File: src/rtl/updi_txn_pkg.sv
// Shared types and constants for the UPDI transaction engine.
package updi_txn_pkg;

    localparam logic [7:0] SYNC_BYTE_DEF = 8'h55;
    localparam logic [7:0] ACK_BYTE_DEF  = 8'h40;

    typedef enum logic [1:0] {
        ST_OK            = 2'd0,
        ST_TIMEOUT       = 2'd1,
        ST_NACK          = 2'd2,
        ST_ECHO_MISMATCH = 2'd3
    } status_e;

    localparam int unsigned STATE_W = 3;

    localparam logic [STATE_W-1:0] S_IDLE    = 3'd0;
    localparam logic [STATE_W-1:0] S_SYNC    = 3'd1;
    localparam logic [STATE_W-1:0] S_OPC     = 3'd2;
    localparam logic [STATE_W-1:0] S_PAYLOAD = 3'd3;
    localparam logic [STATE_W-1:0] S_ECHO    = 3'd4;
    localparam logic [STATE_W-1:0] S_ACK     = 3'd5;
    localparam logic [STATE_W-1:0] S_RESP    = 3'd6;
    localparam logic [STATE_W-1:0] S_FINISH  = 3'd7;

    // Which kind of byte the pending echo belongs to; selects the state after ECHO.
    typedef enum logic [1:0] {
        EK_SYNC    = 2'd0,
        EK_OPC     = 2'd1,
        EK_PAYLOAD = 2'd2
    } echo_kind_e;

    function automatic logic is_rx_wait(input logic [STATE_W-1:0] st);
        return (st == S_ECHO) || (st == S_ACK) || (st == S_RESP);
    endfunction

endpackage

File: src/rtl/updi_rx_timeout.sv
// Per-byte RX timeout counter: clear/load/increment, saturating at LIMIT.
// expire_c flags the increment that brings the count up to LIMIT.
module updi_rx_timeout #(
    parameter  int unsigned LIMIT = 100,
    localparam int unsigned CW    = $clog2(LIMIT + 1)
) (
    input  logic          clk,
    input  logic          rst,
    input  logic          clr,
    input  logic          load,
    input  logic [CW-1:0] load_val,
    input  logic          inc,
    output logic          expire_c
);

    logic [CW-1:0] cnt;

    always_ff @(posedge clk or negedge rst) begin
        if (!rst) begin
            cnt <= '0;
        end else if (clr) begin
            cnt <= '0;
        end else if (load) begin
            cnt <= load_val;
        end else if (inc && (cnt != CW'(LIMIT))) begin
            cnt <= cnt + CW'(1);
        end
    end

    assign expire_c = inc && (cnt >= CW'(LIMIT - 1));

endmodule

File: src/rtl/updi_txn_engine.sv
// UPDI transaction engine: SYNCH, opcode, payload and response with echo/ACK/timeout handling.
// Optional echo comparison against the transmitted byte is enabled by UPDI_ECHO_CHECK_EN.
module updi_txn_engine
    import updi_txn_pkg::*;
#(
    parameter int unsigned LEN_W        = 8,
    parameter int unsigned TIMEOUT_CLKS = 100,
    parameter logic [7:0]  SYNC_BYTE    = SYNC_BYTE_DEF,
    parameter logic [7:0]  ACK_BYTE     = ACK_BYTE_DEF,
    parameter bit          ECHO_DISCARD = 1'b1
) (
    input  logic             clk,
    input  logic             rst,
    input  logic             cmd_valid,
    output logic             cmd_ready,
    input  logic [7:0]       cmd_opcode,
    input  logic [LEN_W-1:0] cmd_tx_len,
    input  logic [LEN_W-1:0] cmd_rx_len,
    input  logic             cmd_ack_mode,
    input  logic [7:0]       pl_data,
    input  logic             pl_valid,
    output logic             pl_ready,
    output logic [7:0]       rx_data,
    output logic             rx_wr_en,
    input  logic             rx_full,
    output logic [7:0]       uart_tx_fifo_data,
    output logic             uart_tx_fifo_wr_en,
    input  logic             uart_tx_fifo_full,
    input  logic [7:0]       uart_rx_fifo_data,
    output logic             uart_rx_fifo_rd_en,
    input  logic             uart_rx_fifo_empty,
    output logic             done,
    output logic [1:0]       status,
    output logic             break_req
);

    logic [STATE_W-1:0] state, state_d;
    logic [7:0]         opcode_q, opcode_d;
    logic [LEN_W-1:0]   tx_rem, tx_rem_d;
    logic [LEN_W-1:0]   rx_rem, rx_rem_d;
    logic               ack_mode, ack_mode_d;
    echo_kind_e         echo_kind, echo_kind_d;
    status_e            status_q, status_d;
`ifdef UPDI_ECHO_CHECK_EN
    logic [7:0]         last_tx, last_tx_d;
`endif

    logic               cmd_ready_d, pl_ready_d, rx_wr_en_d, tx_wr_en_d, rd_en_d;
    logic               done_d, break_d;
    logic [7:0]         rx_data_d, tx_data_d;

    logic               busy_c, fin_c;
    status_e            fin_status_c;
    logic               tmr_clr_c, tmr_inc_c, tmr_expire_c;

    // Strobes are registered, so FIFO flags lag one cycle behind a transfer;
    // no new decision is taken while a strobe is on the wire.
    assign busy_c = uart_tx_fifo_wr_en | uart_rx_fifo_rd_en;

    // Pop-strobe cycles count as waiting so the budget runs from the pop itself.
    assign tmr_inc_c = is_rx_wait(state) && !((state == S_RESP) && rx_full)
                       && (busy_c || uart_rx_fifo_empty);

    updi_rx_timeout #(
        .LIMIT(TIMEOUT_CLKS)
    ) u_timeout (
        .clk      (clk),
        .rst      (rst),
        .clr      (tmr_clr_c),
        .load     (1'b0),
        .load_val ('0),
        .inc      (tmr_inc_c),
        .expire_c (tmr_expire_c)
    );

    // Next-state and next-output logic.
    always_comb begin
        state_d      = state;
        opcode_d     = opcode_q;
        tx_rem_d     = tx_rem;
        rx_rem_d     = rx_rem;
        ack_mode_d   = ack_mode;
        echo_kind_d  = echo_kind;
        status_d     = status_q;
`ifdef UPDI_ECHO_CHECK_EN
        last_tx_d    = last_tx;
`endif
        pl_ready_d   = 1'b0;
        rx_wr_en_d   = 1'b0;
        tx_wr_en_d   = 1'b0;
        rd_en_d      = 1'b0;
        done_d       = 1'b0;
        break_d      = 1'b0;
        rx_data_d    = rx_data;
        tx_data_d    = uart_tx_fifo_data;
        fin_c        = 1'b0;
        fin_status_c = ST_OK;

        case (state)
            S_IDLE: begin
                if (cmd_valid && cmd_ready) begin
                    opcode_d   = cmd_opcode;
                    tx_rem_d   = cmd_tx_len;
                    rx_rem_d   = cmd_rx_len;
                    ack_mode_d = cmd_ack_mode;
                    status_d   = ST_OK;
                    state_d    = S_SYNC;
                end
            end

            S_SYNC: begin
                if (!busy_c && !uart_tx_fifo_full) begin
                    tx_wr_en_d  = 1'b1;
                    tx_data_d   = SYNC_BYTE;
                    echo_kind_d = EK_SYNC;
`ifdef UPDI_ECHO_CHECK_EN
                    last_tx_d   = SYNC_BYTE;
`endif
                    state_d     = ECHO_DISCARD ? S_ECHO : S_OPC;
                end
            end

            S_OPC: begin
                if (!busy_c && !uart_tx_fifo_full) begin
                    tx_wr_en_d  = 1'b1;
                    tx_data_d   = opcode_q;
                    echo_kind_d = EK_OPC;
`ifdef UPDI_ECHO_CHECK_EN
                    last_tx_d   = opcode_q;
`endif
                    if (ECHO_DISCARD) begin
                        state_d = S_ECHO;
                    end else begin
                        state_d = (tx_rem != '0) ? S_PAYLOAD : S_RESP;
                    end
                end
            end

            S_PAYLOAD: begin
                if (!busy_c && pl_valid && !uart_tx_fifo_full) begin
                    pl_ready_d  = 1'b1;
                    tx_wr_en_d  = 1'b1;
                    tx_data_d   = pl_data;
                    tx_rem_d    = tx_rem - LEN_W'(1);
                    echo_kind_d = EK_PAYLOAD;
`ifdef UPDI_ECHO_CHECK_EN
                    last_tx_d   = pl_data;
`endif
                    if (ECHO_DISCARD) begin
                        state_d = S_ECHO;
                    end else if (ack_mode) begin
                        state_d = S_ACK;
                    end else begin
                        state_d = (tx_rem_d != '0) ? S_PAYLOAD : S_RESP;
                    end
                end
            end

            S_ECHO: begin
                if (!busy_c) begin
                    if (!uart_rx_fifo_empty) begin
                        rd_en_d = 1'b1;
`ifdef UPDI_ECHO_CHECK_EN
                        if (uart_rx_fifo_data != last_tx) begin
                            fin_c        = 1'b1;
                            fin_status_c = ST_ECHO_MISMATCH;
                        end else
`endif
                        if (echo_kind == EK_SYNC) begin
                            state_d = S_OPC;
                        end else if ((echo_kind == EK_PAYLOAD) && ack_mode) begin
                            state_d = S_ACK;
                        end else begin
                            state_d = (tx_rem != '0) ? S_PAYLOAD : S_RESP;
                        end
                    end else if (tmr_expire_c) begin
                        fin_c        = 1'b1;
                        fin_status_c = ST_TIMEOUT;
                    end
                end
            end

            S_ACK: begin
                if (!busy_c) begin
                    if (!uart_rx_fifo_empty) begin
                        rd_en_d = 1'b1;
                        if (uart_rx_fifo_data == ACK_BYTE) begin
                            state_d = (tx_rem != '0) ? S_PAYLOAD : S_RESP;
                        end else begin
                            fin_c        = 1'b1;
                            fin_status_c = ST_NACK;
                        end
                    end else if (tmr_expire_c) begin
                        fin_c        = 1'b1;
                        fin_status_c = ST_TIMEOUT;
                    end
                end
            end

            S_RESP: begin
                if (rx_rem == '0) begin
                    fin_c = 1'b1;
                end else if (!busy_c) begin
                    if (!uart_rx_fifo_empty && !rx_full) begin
                        rd_en_d    = 1'b1;
                        rx_wr_en_d = 1'b1;
                        rx_data_d  = uart_rx_fifo_data;
                        rx_rem_d   = rx_rem - LEN_W'(1);
                    end else if (uart_rx_fifo_empty && tmr_expire_c) begin
                        fin_c        = 1'b1;
                        fin_status_c = ST_TIMEOUT;
                    end
                end
            end

            S_FINISH: begin
                state_d = S_IDLE;
            end

            default: begin
                state_d = S_IDLE;
            end
        endcase

        if (fin_c) begin
            state_d  = S_FINISH;
            done_d   = 1'b1;
            status_d = fin_status_c;
            break_d  = (fin_status_c != ST_OK);
        end

        cmd_ready_d = (state_d == S_IDLE);
        tmr_clr_c   = (state_d != state) || tx_wr_en_d || rd_en_d;
    end

    // State and output registers.
    always_ff @(posedge clk or negedge rst) begin
        if (!rst) begin
            state              <= S_IDLE;
            opcode_q           <= '0;
            tx_rem             <= '0;
            rx_rem             <= '0;
            ack_mode           <= 1'b0;
            echo_kind          <= EK_SYNC;
            status_q           <= ST_OK;
`ifdef UPDI_ECHO_CHECK_EN
            last_tx            <= '0;
`endif
            cmd_ready          <= 1'b1;
            pl_ready           <= 1'b0;
            rx_data            <= '0;
            rx_wr_en           <= 1'b0;
            uart_tx_fifo_data  <= '0;
            uart_tx_fifo_wr_en <= 1'b0;
            uart_rx_fifo_rd_en <= 1'b0;
            done               <= 1'b0;
            break_req          <= 1'b0;
        end else begin
            state              <= state_d;
            opcode_q           <= opcode_d;
            tx_rem             <= tx_rem_d;
            rx_rem             <= rx_rem_d;
            ack_mode           <= ack_mode_d;
            echo_kind          <= echo_kind_d;
            status_q           <= status_d;
`ifdef UPDI_ECHO_CHECK_EN
            last_tx            <= last_tx_d;
`endif
            cmd_ready          <= cmd_ready_d;
            pl_ready           <= pl_ready_d;
            rx_data            <= rx_data_d;
            rx_wr_en           <= rx_wr_en_d;
            uart_tx_fifo_data  <= tx_data_d;
            uart_tx_fifo_wr_en <= tx_wr_en_d;
            uart_rx_fifo_rd_en <= rd_en_d;
            done               <= done_d;
            break_req          <= break_d;
        end
    end

    assign status = status_q;

endmodule

File: config.mk
export PLATFORM = sky130hd
export DESIGN_NAME = updi_txn_engine
export DESIGN_NICKNAME = d
export VERILOG_FILES = /design/src/rtl/updi_txn_pkg.sv /design/src/rtl/updi_rx_timeout.sv /design/src/rtl/updi_txn_engine.sv
export SDC_FILE = /design/constraint.sdc
export NUM_CORES = 1
export LEC_CHECK = 0
export CAP_MARGIN = 10
export CORE_ASPECT_RATIO = 1.1
export CORE_MARGIN = 8
export CORE_UTILIZATION = 25
export DETAILED_ROUTE_END_ITERATION = 8
export PLACE_DENSITY_LB_ADDON = 0.05
export SLEW_MARGIN = 10
export SYNTH_ARGS = -nofsm -noshare
export SYNTH_HDL_FRONTEND = slang
export SYNTH_HIERARCHICAL = 1
export SYNTH_SLANG_ARGS = --single-unit
File: constraint.sdc
create_clock -name clk -period 5.4 [get_ports clk]
set_input_delay 1.08 -clock clk [delete_from_list [all_inputs] [get_ports clk]]
set_output_delay 1.08 -clock clk [all_outputs]
set_load 0.02 [all_outputs]
**Word level (Yosys, flattened, before mapping)**

Cells that the tools add are included.

- Bits in registers: 62
- Input port bits: 48
- Output and inout port bits: 25
- Word-level logic and storage cells: 153

- Add/sub/neg operators: 3
- Order comparisons: 1
- Equality and inequality tests: 18
- Multiplexer cells: 69
- Bitwise logic cells: 3
- Reduce and logical (&&, ||, !) cells: 42

Operator list:

| operator | number |
|---|---|
| 8-bit two-way mux | 9 |
| 3-bit two-way mux | 12 |
| 8-bit one-hot mux with 2 select lines | 2 |
| 1-bit two-way mux | 28 |
| 8-bit one-hot mux with 3 select lines | 1 |
| 2-bit two-way mux | 9 |
| 3-bit one-hot mux with 6 select lines | 1 |
| 8-bit by 1-bit subtractor with 8-bit output, second input constant | 2 |
| 7-bit two-way mux | 2 |
| 3-bit == test, second input constant | 4 |
| 1-bit logical AND | 12 |
| 2-bit != test, second input constant | 6 |
| 2-bit one-hot mux with 3 select lines | 2 |
| 2-bit nonzero test | 6 |
| 8-bit by 7-bit == test with 1-bit output, second input constant | 1 |
| 8-bit zero test | 1 |
| 4-bit AND reduction | 2 |
| 8-bit nonzero test | 1 |
| 7-bit by 1-bit adder with 7-bit output, second input constant | 1 |
| 7-bit >= comparator, second input constant | 1 |
| 7-bit != test, second input constant | 1 |
| 3-bit by 2-bit == test with 1-bit output, second input constant | 2 |
| 3-bit zero test | 2 |
| 1-bit zero test | 5 |
| 15 further kinds | 23 |

**Longest topological paths before layout**

Gate-level depths: netlist (run 1).

- Depth after elaboration: 17
- Gate-level depth with buffers: 16
- Mapped depth without buffers: 13

**Cells and area by module**

The synthesis (run 1) kept the hierarchy.

By module, submodules not included:

| module | instances | cells each | area each (µm²) | seq. area each (µm²) |
|---|---|---|---|---|
| updi_txn_engine | 1 | 304 | 2896.5 | 1377.6 |
| updi_rx_timeout | 1 | 63 | 506.7 | 175.2 |

**Least setup slack after synthesis (run 1)**

Ideal clock, no wire load.

- Kind: input -> register
- Start: in uart_rx_fifo_empty
- End: reg u_timeout.cnt[3]
- Setup time: 0.101 ns
- Arrival time: 3.543 ns
- Required time: 5.299 ns
- Slack: 1.756 ns
- Stages on the path: 16
- Buffers on the path: 3
- Cell sequence: or3_1 clkbuf_2 and3_1 nand3_1 a21oi_1 nor4bb_1 nand3_1 o211a_1 nand2_1 a2111o_1 buf_2 nor2_1 a41o_1 buf_4 a21oi_1 o32ai_1

- Cells in the longest elaborated chain, start to end: 14
- Elaborated cells on any way between the ends: 34
- Those cells by class: eq/ne (1); mux (23); reduce/logical (10)

RTL lines:

| element | line | RTL |
|---|---|---|
| from (decl) | updi_txn_engine.sv:31 | `input logic uart_rx_fifo_empty,` |
| 1-bit logical OR (*) | updi_txn_engine.sv:62 | `&& (busy_c \|\| uart_rx_fifo_empty);` |
| 1-bit logical AND (*) | updi_txn_engine.sv:62 |  |
| via tmr_inc_c | updi_txn_engine.sv:54 | `logic tmr_clr_c, tmr_inc_c, tmr_expire_c;` |
| 1-bit logical AND (*) | updi_rx_timeout.sv:30 | `assign expire_c = inc && (cnt >= CW'(LIMIT - 1));` |
| via tmr_expire_c | updi_txn_engine.sv:54 |  |
| 1-bit logical AND | updi_txn_engine.sv:209 | `end else if (uart_rx_fifo_empty && tmr_expire_c) begin` |
| 1-bit two-way mux | updi_txn_engine.sv:209 |  |
| 1-bit two-way mux | updi_txn_engine.sv:204 | `if (!uart_rx_fifo_empty && !rx_full) begin` |
| 1-bit two-way mux | updi_txn_engine.sv:203 | `end else if (!busy_c) begin` |
| 1-bit two-way mux | updi_txn_engine.sv:201 | `if (rx_rem == '0) begin` |
| 1-bit one-hot mux with 3 select lines (*) | updi_txn_engine.sv:99 | `case (state)` |
| 3-bit two-way mux (*) | updi_txn_engine.sv:225 | `if (fin_c) begin` |
| 3-bit != test (*) | updi_txn_engine.sv:233 | `tmr_clr_c = (state_d != state) \|\| tx_wr_en_d \|\| rd_en_d;` |
| 1-bit logical OR (*) (2 in series) | updi_txn_engine.sv:233 |  |
| via tmr_clr_c | updi_txn_engine.sv:54 |  |
| 7-bit two-way mux / 2-bit nonzero test (equally long branches) | n/a |  |
| to (signal assigned) | updi_rx_timeout.sv:24 | `cnt <= load_val;` |
| to (signal assigned) | updi_rx_timeout.sv:26 | `cnt <= cnt + CW'(1);` |
| to (decl) | updi_rx_timeout.sv:16 | `logic [CW-1:0] cnt;` |

Mark *: on every way through the listed nets, which the timed path passes. The rest lies on a longest branch.
A chain may end at the register's enable or synchronous reset.

**Worst setup path after layout (run 1)**

- Start: in uart_rx_fifo_empty
- End: reg u_timeout.cnt[0]

Same word-level chain as after synthesis.

==> flow_summary.yaml, run 1 <==
route:
  drc: 0
  routed_wl_um: 10200
  post_drt_wl_per_cell_um: 15.9
  via_per_inst: 4.69
  drtPass1Iterations: 4
  detail-route-antenna-nets: 0
  vias: 2993
  drtIter0Drc: 169
clock_tree:
  post_cts_buffers: 0
  cts_tree: "yes"
  clkSlewWorstSetupHoldPaths_ps: 60
  post_cts_resized: 0
  h-tree-depth: 3
  cts_buffers: 9
  worstSkewPairLatency_ps: 330
  clock_sinks: 62
  cts_hold_buf: 0
  cts_max_path_buffers: 2
  root_buffer: "clkbuf_16"
place:
  portBuffers: 72
  place_congestion: 0.810
  dp_hpwl_um: 7370
  detailedPlace.worstSlack_ps: 634
final_layout:
  fillCellCount: 1390
  nets: 503
  n_antenna_cell: 0
  seqCellArea_um2: 1550
  utilization: 0.346
  multi_input_area_um2: 1760
  area_growth_pct: 35.0
  drive_above_1_share: 0.0925
setup_path:
  crit_buf_inv: 1
  critPathMaxStageDelay_ps: 500
  crit_top_cell: "nand3_1"
  crit_family: "simple AND/OR/NAND/NOR gates"
  critical_path_class: "in -> reg"
  critPathLaunchType: "primary input"
  cp_cell_sequence: "clkdlybuf4s50_1, or3_1, and3_1, nand3_1, a21oi_1, nor4bb_1, nand3_1, o211a_1, nand2_1, a2111o_1, nor2_1, a41o_1, or4_1, o21ai_0"
  cp_data_required_time_ps: 5640
  crit_slowest_cell: "or4_1"
  end_kind: "register"
  path_max_fanout: 12
  arrival_ps: 4690
job:
  cap_viol_max_count: 0
timing:
  setup_tns_ps: 0
  finalSetupViolCount: 0
  skew_ps: 4.82
  max-slew-margin-rel: 0.357
  worstMarginPinSlew_ps: 964
  max_freq_mhz: 225
  fin_crit_ps: 4450
  slew_violations: 0
  finalHoldViolations: 0
  min_period_over_period: 0.824
  setup_slack_ps: 951
  rsz0062_at_grt: "false"
  whs_ps: 469
synthesis:
  synth_area_um2: 3400
  netlist.area_leader.share: 0.449
  synth-simple-area-share: 0.242
  yosysWarnings: 6
  synth_xor_area_frac: 0
  synth_top_family_by_area: "simple AND/OR/NAND/NOR gates"
  syn_area_per_cell_um2: 9.27
  ys_seq_elements: 62
  synth_cell_types: 65
  synthAdderAreaFrac: 0.0221
  ys_seq_area_frac: 0.456
  netlist_instances: 367
  synth_top_cell_by_area: "dfrtp_1"
  ys_async_sr_fraction: 1.00
  synthMuxAreaShare: 0.0386
  ys.flop_type: "dfrtp_1"
  synth.area.top_cells: "dfrtp_1 (45%), nand2_1 (6.4%), o21ai_0 (4.1%)"
  synth-compound-area-share: 0.200
  synth_edf_count: 0
outcome:
  outcome: "complete, no violations"
power_and_ir_drop:
  total_power_w: 0.00239
  peakVddDrop_mv: 0.158
  p_per_area_nw_per_um2: 519
  leakage_nw: 1.98
floorplanning:
  io_pins: 73
  fp.dieH_um: 138
  die_width_um: 127
  fp-row-count: 44
  dieArea_um2: 17600
  start_util: 0.257
  coreArea_um2: 13300
min_path:
  hp-class: "reg -> reg"
global_route:
  grt_pass1_vias: 3199
  grt_max_degree: 35
  track_usage: 0.120
  grt-ovfl-total: 0
  grt_pass1_wl_um: 16900
  antenna_found_initial: 0
[sequential cells by signal, indices dropped and copies added, names as in the netlist, 2 cells and up]
name / flops
rx_rem: 8
state: 3
echo_kind: 2
rx_data: 8
uart_tx_fifo_data: 8
tx_rem: 8
status: 2
opcode_q: 8
u_timeout/cnt: 7
[kinds of logic after synthesis]
| logic type | Yosys count |
|---|---|
| DFF | 62 |
| and+or+nand+nor | 156 |
| muxes | 12 |
| adders and majority gates | 6 |
| other | 1 |
| buffers and inverters | 30 |
| AOI/OAI and AO/OA | 100 |
[final cells by class]
type | count | area share
clock buffers | 12 | 0.0536
clock inverters | 4 | 0.00490
inverters | 16 | 0.0131
multi-input cells | 287 | 0.383
flip-flops and latches | 62 | 0.338
well taps | 184 | 0.0501
repair buffers | 73 | 0.157
[through the flow]
stage,instance area [um^2],cells
global route,4600,638
floorplan,3450,379
global placement,4330,622
CTS,4600,638
detailed placement,4330,622
finish,4600,638
[worst paths after layout]
check,cells after the start,slack [ps],to,startpoint
max,14,950,u_timeout/cnt[0],uart_rx_fifo_empty
min,2,470,opcode_q[7],opcode_q[7]
max reg2reg,13,1710,u_timeout/cnt[0],state[0]
min reg2reg,2,470,opcode_q[7],opcode_q[7]
max in group asynchronous,2,3630,cmd_ready,rst
min in group asynchronous,1,840,u_timeout/cnt[1],rst
[power by group]
group | internal [W] | total, W | switching [W]
clock | 0.000321 | 0.000528 | 0.000207
combinational | 0.000433 | 0.000972 | 0.000540
sequential | 0.000665 | 0.000886 | 0.000221
[layer usage]
layer	global-route usage	vias to the layer above	share of wire
li1	-	1493	-
met1	0.144	1436	0.44
met2	0.202	55	0.51
met3	0.0285	9	0.036
met4	0.0495	0	0.013
met5	0	-	0
[cells in the final DEF (no fill, tap or decap), drive strengths merged, types with 4 or more instances in the layout]
master,netlist,layout
clkdlybuf4s50,0,71
dfrtp,61,61
nand2,60,60
o21ai,28,28
nor2,26,26
a21oi,25,25
nand3,16,16
inv,16,16
conb,1,13
nor3,13,13
clkbuf,6,12
mux2,9,9
and3,7,7
and2,6,6
a211oi,6,6
o211ai,6,6
a32oi,6,6
ha,6,6
nor4,6,6
a221o,4,4
nand3b,4,4
a31oi,4,4
[worst min-delay path: cells and delay by family (launching register included)]
kind / cells / cell delay, ps
flops: 1 / 340
simple gates: 2 / 100
[synth_stat cells (all sizes together) (2+ instances only)]
library cell and n:
clkbuf 6, or3 3, and3 7, nand2 60
a32oi 6, o31ai 3, nand3b 4, a22oi 3
nor4 6, o21ai 28, dfrtp 61, nand2b 3
a311oi 2, mux2 9, mux2i 3, nand3 16
buf 8, a31oi 4, nor4bb 2, nor2b 2
a211oi 6, nor2 26, nor3 13, a221o 4
nor4b 3, a21oi 25, ha 6, a21o 2
o211ai 6, and2 6, inv 16
Note: power is estimated with default switching activity, not from simulation.
==> inputs of run 2 (changes only) <==
==> constraint.sdc (replaced) <==
create_clock -name clk -period 4.6 [get_ports clk]
set_input_delay 0.92 -clock clk [delete_from_list [all_inputs] [get_ports clk]]
set_output_delay 0.92 -clock clk [all_outputs]
set_load 0.02 [all_outputs]
==> run 2 against run 1 <==
Against the previous run:
- flip-flop and latch count did not move
- first-iteration DRC count decreased by 1.2%
- cell count up 0.63%
- wire length barely moved
- global-route usage about the same
- combinational power rose by 19%
- die area unchanged
- final area rose by 0.76%
- largest cell class unchanged
==> flow_summary.yaml, run 2 (synthesis results as in run 1) <==
timing:
  setup_tns_ps: 0
  fin_crit_ps: 3970
  finalHoldViolations: 0
  max-slew-margin-rel: 0.365
  rsz0062_at_grt: "false"
  max_freq_mhz: 252
  worstMarginPinSlew_ps: 953
  min_period_over_period: 0.863
  skew_ps: 13.1
  slew_violations: 0
  finalSetupViolCount: 0
final_layout:
  n_antenna_cell: 0
  final_common_cell: "clkdlybuf4s50_1"
  utilization: 0.349
  mostFrequentLayoutCells: "clkdlybuf4s50_1 (71), dfrtp_1 (61), nand2_1 (58)"
  area_growth_pct: 36.1
  fin_area_um2: 4630
  drive_above_1_share: 0.0983
  nets: 507
clock_tree:
  h-tree-depth: 3
  worstSkewPairLatency_ps: 340
  clkSlewWorstSetupHoldPaths_ps: 50
  post_cts_resized: 0
  cts_buffers: 9
  root_buffer: "clkbuf_16"
  cts_hold_buf: 0
  cts_max_path_buffers: 2
  post_cts_buffers: 0
  clock_sinks: 62
  cts_tree: "yes"
power_and_ir_drop:
  p_per_area_nw_per_um2: 612
  peakVddDrop_mv: 0.233
  leakage_nw: 2.01
route:
  vias: 2995
  wl_met3_um: 410
  wl_met1_um: 4490
  drtIter0Drc: 167
  wl_met2_um: 5160
  via_per_inst: 4.67
  routed_wl_um: 10200
  post_drt_wl_per_cell_um: 15.8
  drtPass1Iterations: 4
  drc: 0
  top_signal_layer_used: "met4"
  detail-route-antenna-nets: 0
setup_path:
  critPathLaunchType: "primary input"
  path_max_fanout: 10
  worst_r2r_path_depth: 13
  end_kind: "register"
  arrival_ps: 4220
  critical_path_class: "in -> reg"
  cp_data_required_time_ps: 4850
place:
  portBuffers: 72
  dp_hpwl_um: 7420
  place_congestion: 0.787
  dpl_cell_area_um2: 4360
min_path:
  min_delay_path_depth: 2
  hp-class: "reg -> reg"
outcome:
  outcome: "complete, no violations"
global_route:
  grt_pass1_wl_um: 16800
  grt_pass1_vias: 3216
  grt-ovfl-total: 0
  track_usage: 0.120
  grt_max_degree: 33
  antenna_found_initial: 0
floorplanning:
  fp.dieH_um: 138
  coreArea_um2: 13300
  io_pins: 73
  start_util: 0.257
  dieArea_um2: 17600
  die_width_um: 127
  fp-row-count: 44
job:
  cap_viol_max_count: 0
==> run 2: layout make-up <==
cell class | instances | area, um^2
Fill cell | 1394 | 8640
Clock buffer | 14 | 264
Timing Repair Buffer | 77 | 753
Clock inverter | 2 | 10.0
Sequential cell | 62 | 1550
Multi-Input combinational cell | 287 | 1760
Tap cell | 184 | 230
Inverter | 16 | 60.1
==> run 2: critical path, cell delays in order <==
cell and delay (ps):
clkdlybuf4s50_1 490, o21ai_0 160, and3_1 240, nand3_1 90
a21oi_1 120, nor4bb_1 440, nand3_1 130, o211a_1 230
nand2_1 90, a2111o_1 360, nor2_1 140, a41o_1 270
or4_1 460, o21ai_0 80
==> run 2: worst paths after layout <==
check	end	slack, ps	startpoint
max in group asynchronous	tx_rem[3]	3020	rst
min	opcode_q[3]	470	opcode_q[3]
min reg2reg	opcode_q[3]	470	opcode_q[3]
max reg2reg	u_timeout/cnt[0]	1060	state[0]
max	u_timeout/cnt[0]	630	rx_full
min in group asynchronous	u_timeout/cnt[2]	660	rst
==> run 2: metrics by stage <==
stage / worst slack, ps / hold WS (ps) / std cells / power (W)
6_report: 629 / 472 / 642 / 0.00283
4_1_cts: 635 / 478 / 642 / 0.00287
3_5_place_dp: 309 / 464 / 626 / 0.00223
3_3_place_gp: 377 / 460 / 626 / 0.00223
2_1_floorplan: 1120 / 437 / 379 / 0.00176
5_1_grt: 380 / 494 / 642 / 0.00305
==> run 2: where the power goes <==
group | leakage [nW] | switching, W | total, W | internal (W)
logic | 1.08 | 0.000642 | 0.00116 | 0.000523
clock network | 0.137 | 0.000236 | 0.000628 | 0.000392
registers | 0.786 | 0.000258 | 0.00104 | 0.000781
==> run 2: routing by layer <==
metal,GRT usage,up-vias
met1,0.144,1431
met5,0,-
li1,-,1499
met2,0.200,57
met4,0.0433,0
met3,0.0342,8
==> inputs of run 3 (changes only) <==
--- a/config.mk
+++ b/config.mk
@@ -8,7 +8,7 @@
 export CAP_MARGIN = 10
 export CORE_ASPECT_RATIO = 1.1
 export CORE_MARGIN = 8
-export CORE_UTILIZATION = 25
+export CORE_UTILIZATION = 45
 export DETAILED_ROUTE_END_ITERATION = 8
 export PLACE_DENSITY_LB_ADDON = 0.05
 export SLEW_MARGIN = 10
==> run 3 against run 2 <==
Against the previous run:
- die area down 40%
- sequential share of layout area up 1.6 points
- cell count down 15%
- final area down 4.5%
- register-to-register slack better by 220 ps
- highest routed layer unchanged
- critical path type unchanged
- clock skew down 2.9 ps
- core utilization up 25 points
- maximum frequency up 5.1%
- non-clock buffer count down 1
==> flow_summary.yaml, run 3 (synthesis results as in run 1) <==
outcome:
  outcome: "complete, no violations"
min_path:
  hp-class: "reg -> reg"
  hold_end: "opcode_q[1]"
  min_delay_path_depth: 2
  worstHoldStart: "opcode_q[1]"
final_layout:
  final_common_cell: "clkdlybuf4s50_1"
  nets: 506
  n_antenna_cell: 0
  area_growth_pct: 29.9
  mostFrequentLayoutCells: "clkdlybuf4s50_1 (71), dfrtp_1 (61), nand2_1 (58)"
  fillCellCount: 681
  drive_above_1_share: 0.0985
timing:
  setup_slack_ps: 820
  setup_tns_ps: 0
  finalSetupViolCount: 0
  slew_violations: 0
  max_freq_mhz: 265
  fin_crit_ps: 3780
  max-slew-margin-rel: 0.404
  rsz0062_at_grt: "false"
  worstMarginPinSlew_ps: 894
  finalHoldViolations: 0
  min_period_over_period: 0.822
  skew_ps: 10.1
global_route:
  antenna_found_initial: 0
  grt-ovfl-total: 0
  track_usage: 0.166
  grt_pass1_vias: 2916
  grt_pass1_wl_um: 14200
  grt_max_degree: 34
place:
  portBuffers: 72
  place_congestion: 0.892
  dp_hpwl_um: 6310
  detailedPlace.worstSlack_ps: 497
floorplanning:
  start_util: 0.460
  dieArea_um2: 10600
  coreArea_um2: 7390
  fp-row-count: 33
  io_pins: 73
  die_width_um: 98.9
  fp.dieH_um: 107
setup_path:
  critical_path_class: "in -> reg"
  critPathLaunchType: "primary input"
  arrival_ps: 4040
  crit_slowest_cell: "or4_1"
  r2r_end: "u_timeout/cnt[0]"
  ff2ff_setup_slack_ps: 1280
  critPathMaxStageDelay_ps: 500
  path_max_fanout: 12
  cp_data_required_time_ps: 4860
  end_kind: "register"
  worst_r2r_path_depth: 13
  cp_cell_sequence: "clkdlybuf4s50_1, o21ai_0, and3_1, nand3_1, a21oi_1, nor4bb_1, nand3_1, o211a_1, nand2_1, a2111o_1, nor2_1, a41o_1, or4_1, o21ai_0"
  reg2reg_from: "state[0]"
route:
  routed_wl_um: 8560
  drtPass1Iterations: 4
  via_per_inst: 5.40
  drtIter0Drc: 145
  drc: 0
  post_drt_wl_per_cell_um: 15.7
  vias: 2936
  detail-route-antenna-nets: 0
clock_tree:
  clkSlewWorstSetupHoldPaths_ps: 70
  clock_sinks: 62
  root_buffer: "clkbuf_8"
  post_cts_buffers: 0
  h-tree-depth: 3
  cts_max_path_buffers: 2
  cts_hold_buf: 0
  worstSkewPairLatency_ps: 340
  cts_tree: "yes"
  cts_buffers: 9
  post_cts_resized: 0
power_and_ir_drop:
  swShare: 0.408
  leakage_nw: 1.96
  p_per_area_nw_per_um2: 599
  p_switching_w: 0.00108
  seqPwrFrac: 0.388
  combPwrFrac: 0.431
  p_int_w: 0.00157
  pwr-share-clk: 0.180
  peakVddDrop_mv: 0.364
job:
  cap_viol_max_count: 0
run 3: how the worst max path moves through the flow:
| stage | startpoint | to | slack [ps] | cells past startpoint |
|---|---|---|---|---|
| floorplan | uart_rx_fifo_empty | u_timeout/cnt[3] | 1120 | 16 |
| global route | rx_full | u_timeout/cnt[0] | 450 | 14 |
| detailed placement | rx_full | u_timeout/cnt[0] | 500 | 14 |
| finish | rx_full | u_timeout/cnt[0] | 820 | 14 |
| CTS | rx_full | u_timeout/cnt[0] | 830 | 14 |
| global placement | rx_full | u_timeout/cnt[0] | 530 | 14 |
run 3: critical path, delay by kind of cell:
family / cells / cell delay (ps)
simple gates: 7 / 1510
compound gates: 6 / 1120
buf+inv: 1 / 490
run 3: metrics by stage:
step	total power, W	hold slack [ps]	instances	utilization	cell area (um^2)
floorplan	0.00176	437	379	-	3450
detailed placement	0.00219	458	528	0.572	4230
finish	0.00265	472	544	0.598	4420
CTS	0.00267	475	544	0.598	4420
global route	0.00285	493	544	0.598	4420
global placement	0.00216	457	528	0.572	4230
run 3: power by group through the flow:
stage                     Sequential, W  Combinational (W)  Clock (W)
final                           0.00103            0.00114   0.000477
after global routing            0.00107            0.00127   0.000510
after CTS                       0.00103            0.00115   0.000492
after detailed placement        0.00104            0.00115          0
after global placement          0.00103            0.00113          0
after floorplan                 0.00107           0.000699          0
run 3: layout make-up:
class	count	area, um^2	share of cell area
Clock buffer	12	145	0.0328
Timing Repair Buffer	76	746	0.169
Clock inverter	4	47.5	0.0108
Sequential cell	62	1550	0.351
Multi-Input combinational cell	287	1760	0.398
Tap cell	87	109	0.0246
Inverter	16	60.1	0.0136
run 3: routing by layer:
metal,part of all wire,track usage
met4,0.0047,0.0494
met1,0.45,0.203
met5,0,0
met2,0.50,0.282
met3,0.040,0.0389
